===== src/rtl/atomrvcore_wb_unit.sv =====
// Write-back unit: merges ALU results (through a one-entry skid) with in-order load
// responses onto the single register-file write port and tracks outstanding loads.
module atomrvcore_wb_unit #(
  parameter int unsigned DATAWIDTH        = 32,
  parameter int unsigned REGISTERS        = 32,
  parameter int unsigned REG_ADRESS_WIDTH = 5,
  parameter int unsigned LQ_DEPTH         = 4
) (
  input  logic                        clk_i,
  input  logic                        rst_ni,
  input  logic                        alu_valid_i,
  output logic                        alu_ready_o,
  input  logic [REG_ADRESS_WIDTH-1:0] alu_rd_i,
  input  logic [DATAWIDTH-1:0]        alu_data_i,
  input  logic                        ld_issue_valid_i,
  output logic                        ld_issue_ready_o,
  input  logic [REG_ADRESS_WIDTH-1:0] ld_rd_i,
  input  logic [2:0]                  ld_funct3_i,
  input  logic [1:0]                  ld_off_i,
  input  logic                        mem_rvalid_i,
  input  logic [DATAWIDTH-1:0]        mem_rdata_i,
  output logic                        rwr_en_o,
  output logic [REG_ADRESS_WIDTH-1:0] rd_o,
  output logic [DATAWIDTH-1:0]        wr_data_o,
  output logic [REGISTERS-1:0]        pend_mask_o,
  output logic                        err_o
);

  localparam int unsigned PTR_W = $clog2(LQ_DEPTH);
  localparam int unsigned CNT_W = PTR_W + 1;

  logic [REG_ADRESS_WIDTH-1:0] lq_rd_q  [LQ_DEPTH];
  logic [2:0]                  lq_f3_q  [LQ_DEPTH];
  logic [1:0]                  lq_off_q [LQ_DEPTH];
  logic [PTR_W-1:0]            wptr_q, rptr_q;
  logic [CNT_W-1:0]            cnt_q, cnt_d;

  logic                        skid_v_q, skid_v_d;
  logic [REG_ADRESS_WIDTH-1:0] skid_rd_q, skid_rd_d;
  logic [DATAWIDTH-1:0]        skid_data_q, skid_data_d;

  logic                        rwr_en_q;
  logic [REG_ADRESS_WIDTH-1:0] rd_q;
  logic [DATAWIDTH-1:0]        wr_data_q;
  logic                        err_q;

  logic                        full, empty, push, pop, alu_fire;
  logic [REG_ADRESS_WIDTH-1:0] pop_rd;
  logic [2:0]                  pop_f3;
  logic [1:0]                  pop_off;
  logic [DATAWIDTH-1:0]        shifted, ld_data;
  logic                        sel_v;
  logic [REG_ADRESS_WIDTH-1:0] sel_rd;
  logic [DATAWIDTH-1:0]        sel_data;
  logic [REGISTERS-1:0]        pend_mask_c;
  logic [PTR_W-1:0]            idx;

  assign full             = (cnt_q == CNT_W'(LQ_DEPTH));
  assign empty            = (cnt_q == '0);
  assign push             = ld_issue_valid_i & ~full;
  assign pop              = mem_rvalid_i & ~empty;
  assign alu_fire         = alu_valid_i & ~skid_v_q;
  assign ld_issue_ready_o = ~full;
  assign alu_ready_o      = ~skid_v_q;

  // Extract and extend the load result from the head entry
  always_comb begin
    pop_rd  = lq_rd_q[rptr_q];
    pop_f3  = lq_f3_q[rptr_q];
    pop_off = lq_off_q[rptr_q];
    shifted = mem_rdata_i >> {pop_off, 3'b000};
    case (pop_f3)
      3'b000:  ld_data = {{(DATAWIDTH-8){shifted[7]}}, shifted[7:0]};
      3'b001:  ld_data = {{(DATAWIDTH-16){shifted[15]}}, shifted[15:0]};
      3'b100:  ld_data = {{(DATAWIDTH-8){1'b0}}, shifted[7:0]};
      3'b101:  ld_data = {{(DATAWIDTH-16){1'b0}}, shifted[15:0]};
      default: ld_data = mem_rdata_i;
    endcase
  end

  // Write-port arbitration: load response, then skid, then fresh ALU result
  always_comb begin
    sel_v       = 1'b0;
    sel_rd      = alu_rd_i;
    sel_data    = alu_data_i;
    skid_v_d    = skid_v_q;
    skid_rd_d   = skid_rd_q;
    skid_data_d = skid_data_q;
    if (pop) begin
      sel_v    = 1'b1;
      sel_rd   = pop_rd;
      sel_data = ld_data;
      if (alu_fire) begin
        skid_v_d    = 1'b1;
        skid_rd_d   = alu_rd_i;
        skid_data_d = alu_data_i;
      end
    end else if (skid_v_q) begin
      sel_v    = 1'b1;
      sel_rd   = skid_rd_q;
      sel_data = skid_data_q;
      skid_v_d = 1'b0;
    end else if (alu_fire) begin
      sel_v = 1'b1;
    end
  end

  always_comb begin
    case ({push, pop})
      2'b10:   cnt_d = cnt_q + CNT_W'(1);
      2'b01:   cnt_d = cnt_q - CNT_W'(1);
      default: cnt_d = cnt_q;
    endcase
  end

  // Pending mask covers only live entries, walking from the read pointer
  always_comb begin
    pend_mask_c = '0;
    idx         = '0;
    for (int unsigned i = 0; i < LQ_DEPTH; i++) begin
      idx = rptr_q + PTR_W'(i);
      if ((CNT_W'(i) < cnt_q) && (lq_rd_q[idx] != '0)) pend_mask_c[lq_rd_q[idx]] = 1'b1;
    end
  end

  assign pend_mask_o = pend_mask_c;

  always_ff @(posedge clk_i or negedge rst_ni) begin
    if (!rst_ni) begin
      for (int unsigned i = 0; i < LQ_DEPTH; i++) begin
        lq_rd_q[i]  <= '0;
        lq_f3_q[i]  <= '0;
        lq_off_q[i] <= '0;
      end
      wptr_q      <= '0;
      rptr_q      <= '0;
      cnt_q       <= '0;
      skid_v_q    <= 1'b0;
      skid_rd_q   <= '0;
      skid_data_q <= '0;
      rwr_en_q    <= 1'b0;
      rd_q        <= '0;
      wr_data_q   <= '0;
      err_q       <= 1'b0;
    end else begin
      if (push) begin
        lq_rd_q[wptr_q]  <= ld_rd_i;
        lq_f3_q[wptr_q]  <= ld_funct3_i;
        lq_off_q[wptr_q] <= ld_off_i;
        wptr_q           <= wptr_q + PTR_W'(1);
      end
      if (pop) rptr_q <= rptr_q + PTR_W'(1);
      cnt_q       <= cnt_d;
      skid_v_q    <= skid_v_d;
      skid_rd_q   <= skid_rd_d;
      skid_data_q <= skid_data_d;
      rwr_en_q    <= sel_v & (sel_rd != '0);
      if (sel_v && (sel_rd != '0)) begin
        rd_q      <= sel_rd;
        wr_data_q <= sel_data;
      end
      err_q <= err_q | (mem_rvalid_i & empty);
    end
  end

  assign rwr_en_o  = rwr_en_q;
  assign rd_o      = rd_q;
  assign wr_data_o = wr_data_q;
  assign err_o     = err_q;

endmodule

===== config.mk =====
export PLATFORM = sky130hd
export DESIGN_NAME = atomrvcore_wb_unit
export DESIGN_NICKNAME = d
export VERILOG_FILES = /design/src/rtl/atomrvcore_wb_unit.sv
export SDC_FILE = /design/constraint.sdc
export NUM_CORES = 1
export LEC_CHECK = 0
export CORE_ASPECT_RATIO = 0.75
export CORE_MARGIN = 3
export CORE_UTILIZATION = 25
export DETAILED_ROUTE_END_ITERATION = 7
export PLACE_DENSITY = 0.56
export SYNTH_ARGS = -nofsm -noshare
export SYNTH_HDL_FRONTEND = slang
export SYNTH_SLANG_ARGS = --single-unit

===== constraint.sdc =====
create_clock -name clk_i -period 3.1 [get_ports clk_i]
set_input_delay 0.62 -clock clk_i [delete_from_list [all_inputs] [get_ports clk_i]]
set_output_delay 0.62 -clock clk_i [all_outputs]
set_load 0.02 [all_outputs]

Word-level counts from Yosys, hierarchy flattened
Index checks and enable logic that the tools add are counted.
- add/subtract/negate cells: 6
- $lt $le $gt $ge: 18
- equal/unequal tests: 7
- shift-type cells: 1
- multiplexer cells: 50
- bitwise operators: 17
- reductions and logical operators: 19
- operator list (cell ; number):
    32-bit two-way mux ; 6
    32-bit one-hot mux with 4 select lines ; 1
    32-bit bitwise OR ; 3
    5-bit two-way mux ; 11
    5-bit binary-select mux with 2-bit select ; 4
    32-bit by 5-bit right shift with 16-bit output ; 1
    5-bit nonzero test ; 5
    5-bit by 6-bit less-than comparator with 1-bit output, second input constant ; 4
    20-bit bitwise mux ; 1
    1-bit demux with 5-bit select ; 4
    5-bit by 1-bit >= comparator with 1-bit output, second input constant ; 4
    3-bit >= comparator, second input constant ; 5
    2-bit inverter with 3-bit output ; 5
    12-bit bitwise mux ; 1
    5-bit demux with 2-bit select ; 1
    1-bit logical AND ; 10
    3-bit == test, second input constant ; 3
    1-bit two-way mux ; 9
    3-bit two-way mux ; 3
    8-bit bitwise mux ; 1
    3-bit binary-select mux with 2-bit select ; 1
    3-bit demux with 2-bit select ; 1
    3-bit zero test ; 2
    1-bit by 3-bit less-than comparator with 1-bit output, first input constant ; 2
    other kinds (19) ; 30
- flip-flop bits (word level): 124
- input port bits: 84
- output and inout port bits: 73
- logic and storage cells: 140

Depth between registers and ports, before layout
Gate-level depths: netlist (run 1).
- word-level depth: 15
- mapped depth: 12
- mapped depth without buffers: 9

Worst setup path after synthesis (run 1)
OpenSTA, ideal clock, no wires.
- path kind: reg-to-output
- start: register rptr_q[1]
- end: output pend_mask_o[28]
- data arrival time: 2323 ps
- data required time: 2480 ps
- setup slack: 157 ps
- cell stages (with the launch flop): 10
- buffers on the path: 4
- path through: dfrtp_1 -> buf_2 -> buf_4 -> buf_4 -> buf_2 -> a211oi_1 -> a21oi_1 -> nand2b_1 -> nand3_1 -> o2111ai_1
- word-level cells in the longest chain between the ends: 15
- elaborated cells between the ends (all ways): 54
- classes of those cells: add/sub: 3; order compare: 8; mux: 24; bitwise: 7; reduce/logical: 12
- RTL lines (item ; line ; text):
    start: declaration ; 35 ; logic [PTR_W-1:0] wptr_q, rptr_q;
    start signal: assignment ; 152 ; if (pop) rptr_q <= rptr_q + PTR_W'(1);
    2-bit by 1-bit adder with 2-bit output or 2-bit inverter with 3-bit output (tied branches) ; 121, 122 ;
    2-bit inverter with 3-bit output (implied by the code) or 5-bit binary-select mux with 2-bit select (tied branches) ; 122 ; if ((CNT_W'(i) < cnt_q) && (lq_rd_q[idx] != '0)) pend_mask_c[lq_rd_q[idx]] = 1'b1;
    5-bit binary-select mux with 2-bit select or 5-bit two-way mux (tied branches) ; 122 ;
    5-bit two-way mux (implied by the code) ; 122 ;
    5-bit two-way mux (implied by the code), or another cell as far along ; 122 ;
    5-bit by 6-bit less-than comparator with 1-bit output (implied by the code), or another cell as far along ; 122 ;
    1-bit logical AND (implied by the code) or 1-bit two-way mux (tied branches) ; 122 ;
    1-bit two-way mux (implied by the code) or 1-bit demux with 5-bit select (tied branches) ; 122 ;
    1-bit demux with 5-bit select or 32-bit two-way mux (tied branches) ; 122 ;
    32-bit bitwise OR (no line) ; n/a ;
    32-bit two-way mux ; 122 ;
    32-bit bitwise OR (no line) ; n/a ;
    32-bit two-way mux ; 122 ;
    32-bit bitwise OR (no line) ; n/a ;
    32-bit two-way mux * ; 122 ;
    end: declaration ; 25 ; output logic [REGISTERS-1:0] pend_mask_o,
Mark *: on every way between the ends. The rest lies on a longest branch, timed or not. The select of a mux whose other input is x is not followed.

Worst setup path after layout (run 1)
- start: register rptr_q[1]
- end: output pend_mask_o[7]
The elaborated chain is that of the path after synthesis.

==> results of run 1 <==
[metal layers]
metal  vias to the layer above  global-route usage  routed length, um
met5                         -                   0                  0
met3                        26             0.04338               1654
li1                       3206                   -                  -
met4                         0             0.03401                337
met1                      3541              0.2381              14050
met2                       215              0.2240              11990
[kinds of logic (layout without fill, tap and decap cells)]
logic type / count (synthesis) / count (layout)
buffers and inverters: 62 / 300
XOR/XNOR: 6 / 6
flip-flops: 124 / 124
adder cells (fa/ha/maj): 9 / 9
other: 1 / 1
AND/OR/NAND/NOR: 141 / 141
AO/OA/AOI/OAI: 215 / 215
multiplexers: 161 / 162
[worst max-delay path: stages (launching register included)]
cell and delay [ns]:
dfrtp_2 0.43, buf_6 0.15, mux2_4 0.32, nor2_4 0.10, a21oi_2 0.04, buf_4 0.15, and2_1 0.17, buf_4 0.17
a22oi_2 0.20, o221ai_1 0.17, buf_4 0.19
[flip-flops by register name, indices dropped and copies added (netlist names)]
register	cells
cnt_q	3
err_o	1
lq_f3_q	12
lq_off_q	8
lq_rd_q	20
rd_o	5
rptr_q	2
rwr_en_o	1
skid_data_q	32
skid_rd_q	5
skid_v_q	1
wptr_q	2
wr_data_o	32
[layout by cell type (no fill, tap or decap), types with 13 or more instances in the layout]
cell and count:
a22o_1 23, buf_6 22, clkbuf_16 19, a211o_1 16, a21oi_1 33, clkdlybuf4s50_1 123, o21ai_0 32, mux2_2 60
buf_4 101, a22oi_2 21, nor2_1 14, mux2_1 31, nand2_1 34, dfrtp_1 121, mux2i_1 44, o221ai_2 15
mux4_2 13
[stage by stage]
step	worst slack, ns	hold WS [ns]	util
2_1_floorplan	0.1572	0.3244	-
3_3_place_gp	-0.1645	0.4458	0.3419
3_5_place_dp	-0.1653	0.4516	0.3419
4_1_cts	-0.08874	0.3397	0.3640
5_1_grt	-0.1303	0.3602	0.3934
6_report	-0.02900	0.3090	0.3934
[final cells by class]
type	instances	area [sq um]	share of cell area
Timing Repair Buffer	258	2422	0.2076
Clock inverter	8	120.1	0.01029
Multi-Input combinational cell	534	5026	0.4307
Clock buffer	21	450.4	0.03860
Tap cell	392	490.5	0.04203
Inverter	13	53.80	0.004610
Sequential cell	124	3107	0.2662
[worst max-delay path by stage]
stage / slack, ns / end / start / depth (start not counted)
floorplan: 0.16 / pend_mask_o[28] / rptr_q[1]$_DFFE_PN0P_ / 9
global placement: -0.16 / pend_mask_o[16] / rptr_q[1]$_DFFE_PN0P_ / 7
detailed placement: -0.17 / pend_mask_o[16] / rptr_q[1]$_DFFE_PN0P_ / 7
CTS: -0.09 / pend_mask_o[14] / rptr_q[1]$_DFFE_PN0P_ / 9
global route: -0.13 / pend_mask_o[3] / rptr_q[1]$_DFFE_PN0P_ / 8
finish: -0.03 / pend_mask_o[7] / rptr_q[1]$_DFFE_PN0P_ / 10
[timing repair]
action / in CTS / in global routing
setup buffers: 4 / 16
setup endpoints to repair: 31 / 58
hold endpoints to repair: 0 / 0
cloned: 0 / 4
gates resized for setup: 203 / 157
pin swaps: 3 / 19
==> results.toml, run 1 <==
[status]
outcome = "finished with violations"
violations = "setup timing"

[place]
dp_hpwl_um = 19610
dp.cells = 1298
numPortBuffers = 155
placed_cell_area_sq_mm = 0.01014
gp_congestion = 0.8816

[timing]
max_slew.worst_pin.slew_ns = 0.6846
hold_violations = 0
period_minus_slack_ns = 3.129
fin_tns_setup_ns = -0.07447
rsz0062_at_grt = "yes"
fin_skew_ns = 0.01252
post-route-period-util = 1.009
slew-limit-headroom = 0.5436
final.setup.worst_slack_ns = -0.02900
drv_slew = 0
setup_viol = 3
fmax_mhz = 319.6

[detailed_routing]
drtPass1Iterations = 5
drt-initial-drc-count = 472
via_count = 6988
drcViolationCount = 0
antenna_left = 0
wire_per_inst_um = 20.77
via_per_inst = 5.176
drt_wl_total_um = 28040

[yosys]
synth-adder-area-share = 0.01465
synth_top_area_frac = 0.4036
syn-mean-instance-area_sq_um = 10.69
ys_types = 52
muxShareOfSynthArea = 0.2463
syn-instance-count = 719
postSynth.asyncResetShare = 1.000
synth_compound_area_frac = 0.2008
yosysMostFrequentCell = "dfrtp_1"
synth_common_cells = "dfrtp_1, mux2_2, mux2i_1"
synthTopCellsByArea = "dfrtp_1, mux2_2, mux2i_1, mux2_1, mux4_2"
ys_warn_count = 0
synth_edf_count = 0
synth-seq-area-share = 0.4036
synthXorXnorAreaFrac = 0.006836
synth_flop_cell = "dfrtp_1"
synth_top_family_by_area = "multiplexers"
synth-simple-area-share = 0.08952
yosysTopAreaCell = "dfrtp_1"
netlist_area_sq_mm = 0.007687
ys_seq_elements = 124
syn_nets = 812

[clock_tree]
cts_made_buffers = 17
cts_tree = "built"
holdBufCountCts = 0
cts.sink_count = 124
cts_root_buf = "clkbuf_16"
htreeDepth = 4
cts_max_path_buffers = 2
clk_latency_ns = 0.42
clkTransAtPathRegs_ns = 0.06

[setup_path]
reg2reg_slack_ns = 0.09
arrival_ns = 2.51
endpoint_kind = "output pin"
rr_endpoint = "wr_data_o[23]$_DFFE_PN0P_"
cp.required_ns = 2.48
rr_startpoint = "rptr_q[0]$_DFFE_PN0P_"
crit_type = "register to output pin"
r2r_cells = 11
start_kind = "register"
path_max_fanout = 7

[layout]
nFillCells = 2898
drive_gt1_frac = 0.3779
design_area_sq_mm = 0.01167
nets = 1041
diodes = 0
syn2layout_area_growth_pct = 51.81
stdcell_count = 1350

[floorplanning]
dieHeight_um = 157.9
dieArea_sq_mm = 0.03291
row_count = 54
core_area_sq_mm = 0.02966
io_pins = 157
chipWidth_um = 208.5
initial_core_util = 0.2592

[hold_path]
min_path_type = "input port to asynchronous set/reset pin"

[grt]
globalRoute.totalOverflow = 0
grt_max_degree = 125
grt_pass1_wl_um = 40350
grt_use_total = 0.1580
grt_pass1_vias = 6782
grt_antenna_before_repair = 2

[run]
drv_cap = 0
Power of run 1 is left out: the tool's default activity adds up to more than one toggle a clock period on the data nets, which glitch-free logic cannot reach.
==> run 2: changes to the inputs <==
- CAP_MARGIN: unset -> 20
==> results of run 2 <==
Same layout as run 1: the final DEF is identical, and so are final timing and power.
Power of run 2 is left out for the same reason.
==> run 3: changes to the inputs <==
- TNS_END_PERCENT: unset -> 30
==> results.toml, run 3 (synthesis gave the netlist of run 1 again) <==
[power_and_ir_drop]
power_w = 0.01620
max-vdd-ir-drop_v = 0.0005386
leakagePower_nw = 4.600
power_density_mw_per_mm2 = 1427

[floorplanning]
core_area_sq_mm = 0.02966
chipWidth_um = 208.5
dieArea_sq_mm = 0.03291
initial_core_util = 0.2592
dieHeight_um = 157.9
row_count = 54
io_pins = 157

[detailed_routing]
drtPass1Iterations = 5
drt-initial-drc-count = 471
drt_wl_total_um = 26810
antenna_left = 0
drcViolationCount = 0
via_per_inst = 5.133
wire_per_inst_um = 19.99
via_count = 6883

[grt]
grt_max_degree = 125
grt_pass1_wl_um = 40110
grt_pass1_vias = 6754
globalRoute.totalOverflow = 0
grt_antenna_before_repair = 0
grt_use_total = 0.1570

[hold_path]
min_path_type = "input port to asynchronous set/reset pin"

[clock_tree]
cts_tree = "built"
cts_root_buf = "clkbuf_16"
holdBufCountCts = 0
clk_latency_ns = 0.42
cts_max_path_buffers = 2
cts.sink_count = 124
htreeDepth = 4
cts_made_buffers = 17
clkTransAtPathRegs_ns = 0.06

[setup_path]
critPathTopFamily = "multiplexers"
r2r_cells = 10
worstPathCellList = "buf_6 -> mux2_4 -> mux2i_2 -> nand2_2 -> or3_4 -> o22a_1 -> o211ai_1 -> buf_4"
cp-endpoint = "pend_mask_o[3]"
rr_startpoint = "rptr_q[0]$_DFFE_PN0P_"
critPathBufInv = 2
path_max_fanout = 5
endpoint_kind = "output pin"
crit_type = "register to output pin"
rr_endpoint = "wr_data_o[18]$_DFFE_PN0P_"
max_stage_delay_ns = 0.44
cp.depth = 8
cp.required_ns = 2.48
slowest_stage = "dfrtp_2"
startpoint = "rptr_q[1]$_DFFE_PN0P_"
start_kind = "register"
arrival_ns = 2.52
reg2reg_slack_ns = 0.12

[timing]
fin_skew_ns = 0.009849
setup_viol = 6
period_minus_slack_ns = 3.137
final.setup.worst_slack_ns = -0.03734
hold_violations = 0
slew-limit-headroom = 0.5456
drv_slew = 0
rsz0062_at_grt = "yes"
fmax_mhz = 318.7
max_slew.worst_pin.slew_ns = 0.6817
post-route-period-util = 1.012
fin_hold_ws_ns = 0.3124

[layout]
design_area_sq_mm = 0.01135
diodes = 0
layout_common_cells = "clkdlybuf4s50_1, dfrtp_1, buf_4"
drive_gt1_frac = 0.3572
syn2layout_area_growth_pct = 47.62
layout_commonest_cell = "clkdlybuf4s50_1"
nets = 1032

[place]
placed_cell_area_sq_mm = 0.01014
dp_hpwl_um = 19610
gp_congestion = 0.8816
pre_cts_ws_ns = -0.1653
numPortBuffers = 155

[status]
violations = "setup timing"
outcome = "finished with violations"

[run]
drv_cap = 0
-- run 3: cell types whose count changed in the layout (fill, tap and decap cells not counted), moves of 3 or more --
cell     before  now
nor2_4        7    4
nand2_2       7   10
a22oi_1       6   16
buf_2         3    6
a22oi_2      21   11
buf_4       101  104
buf_6        22   13
-- run 3: area by class of cell --
| type | instances | area (sq um) |
|---|---|---|
| sequential | 124 | 3107 |
| timing repair buffer | 250 | 2263 |
| fill | 2935 | 18310 |
| multi-input combinational | 533 | 4863 |
| clock inverter | 8 | 120.1 |
| tap | 392 | 490.5 |
| clock buffer | 21 | 450.4 |
| inverter | 13 | 53.80 |
-- run 3: where the power goes --
| group | total [W] | internal [W] | switching, W |
|---|---|---|---|
| Clock | 0.00197 | 0.00127 | 0.000708 |
| Sequential | 0.00304 | 0.00246 | 0.000577 |
| Combinational | 0.0112 | 0.00516 | 0.00602 |
| Total | 0.0162 | 0.00889 | 0.00731 |
-- run 3: per-layer routing --
layer / vias up / track usage / part of all wire
li1: 3179 / - / -
met4: 0 / 0.03433 / 0.0098
met5: - / 0 / 0
met3: 26 / 0.04457 / 0.058
met1: 3473 / 0.2369 / 0.51
met2: 205 / 0.2207 / 0.42
-- run 3: worst min path at each step --
stage,start,to,slack [ns]
after floorplan,rst_ni,cnt_q[0]$_DFFE_PN0P_,0.32
after global placement,err_o$_DFF_PN0_,err_o$_DFF_PN0_,0.45
after detailed placement,err_o$_DFF_PN0_,err_o$_DFF_PN0_,0.45
after CTS,rst_ni,skid_rd_q[3]$_DFFE_PN0P_,0.34
after global routing,rst_ni,skid_data_q[22]$_DFFE_PN0P_,0.36
final,rst_ni,skid_data_q[22]$_DFFE_PN0P_,0.31
-- run 3: metrics by stage --
step | std cells | TNS (ns) | util
after detailed placement | 1298 | -2.413 | 0.3419
after global routing | 1341 | -2.047 | 0.3826
after CTS | 1329 | -0.3587 | 0.3618
after floorplan | 719 | 0 | -
after global placement | 1298 | -2.053 | 0.3419
final | 1341 | -0.1094 | 0.3826
-- run 3: what timing repair did --
action / 4_1_cts / 5_1_grt
cloned: 0 / 1
gates resized for setup: 191 / 134
endpoints found under the setup margin: 31 / 37
pin swaps: 3 / 12
buffers inserted: 2 / 12
Power figures use the tool's default switching activity.
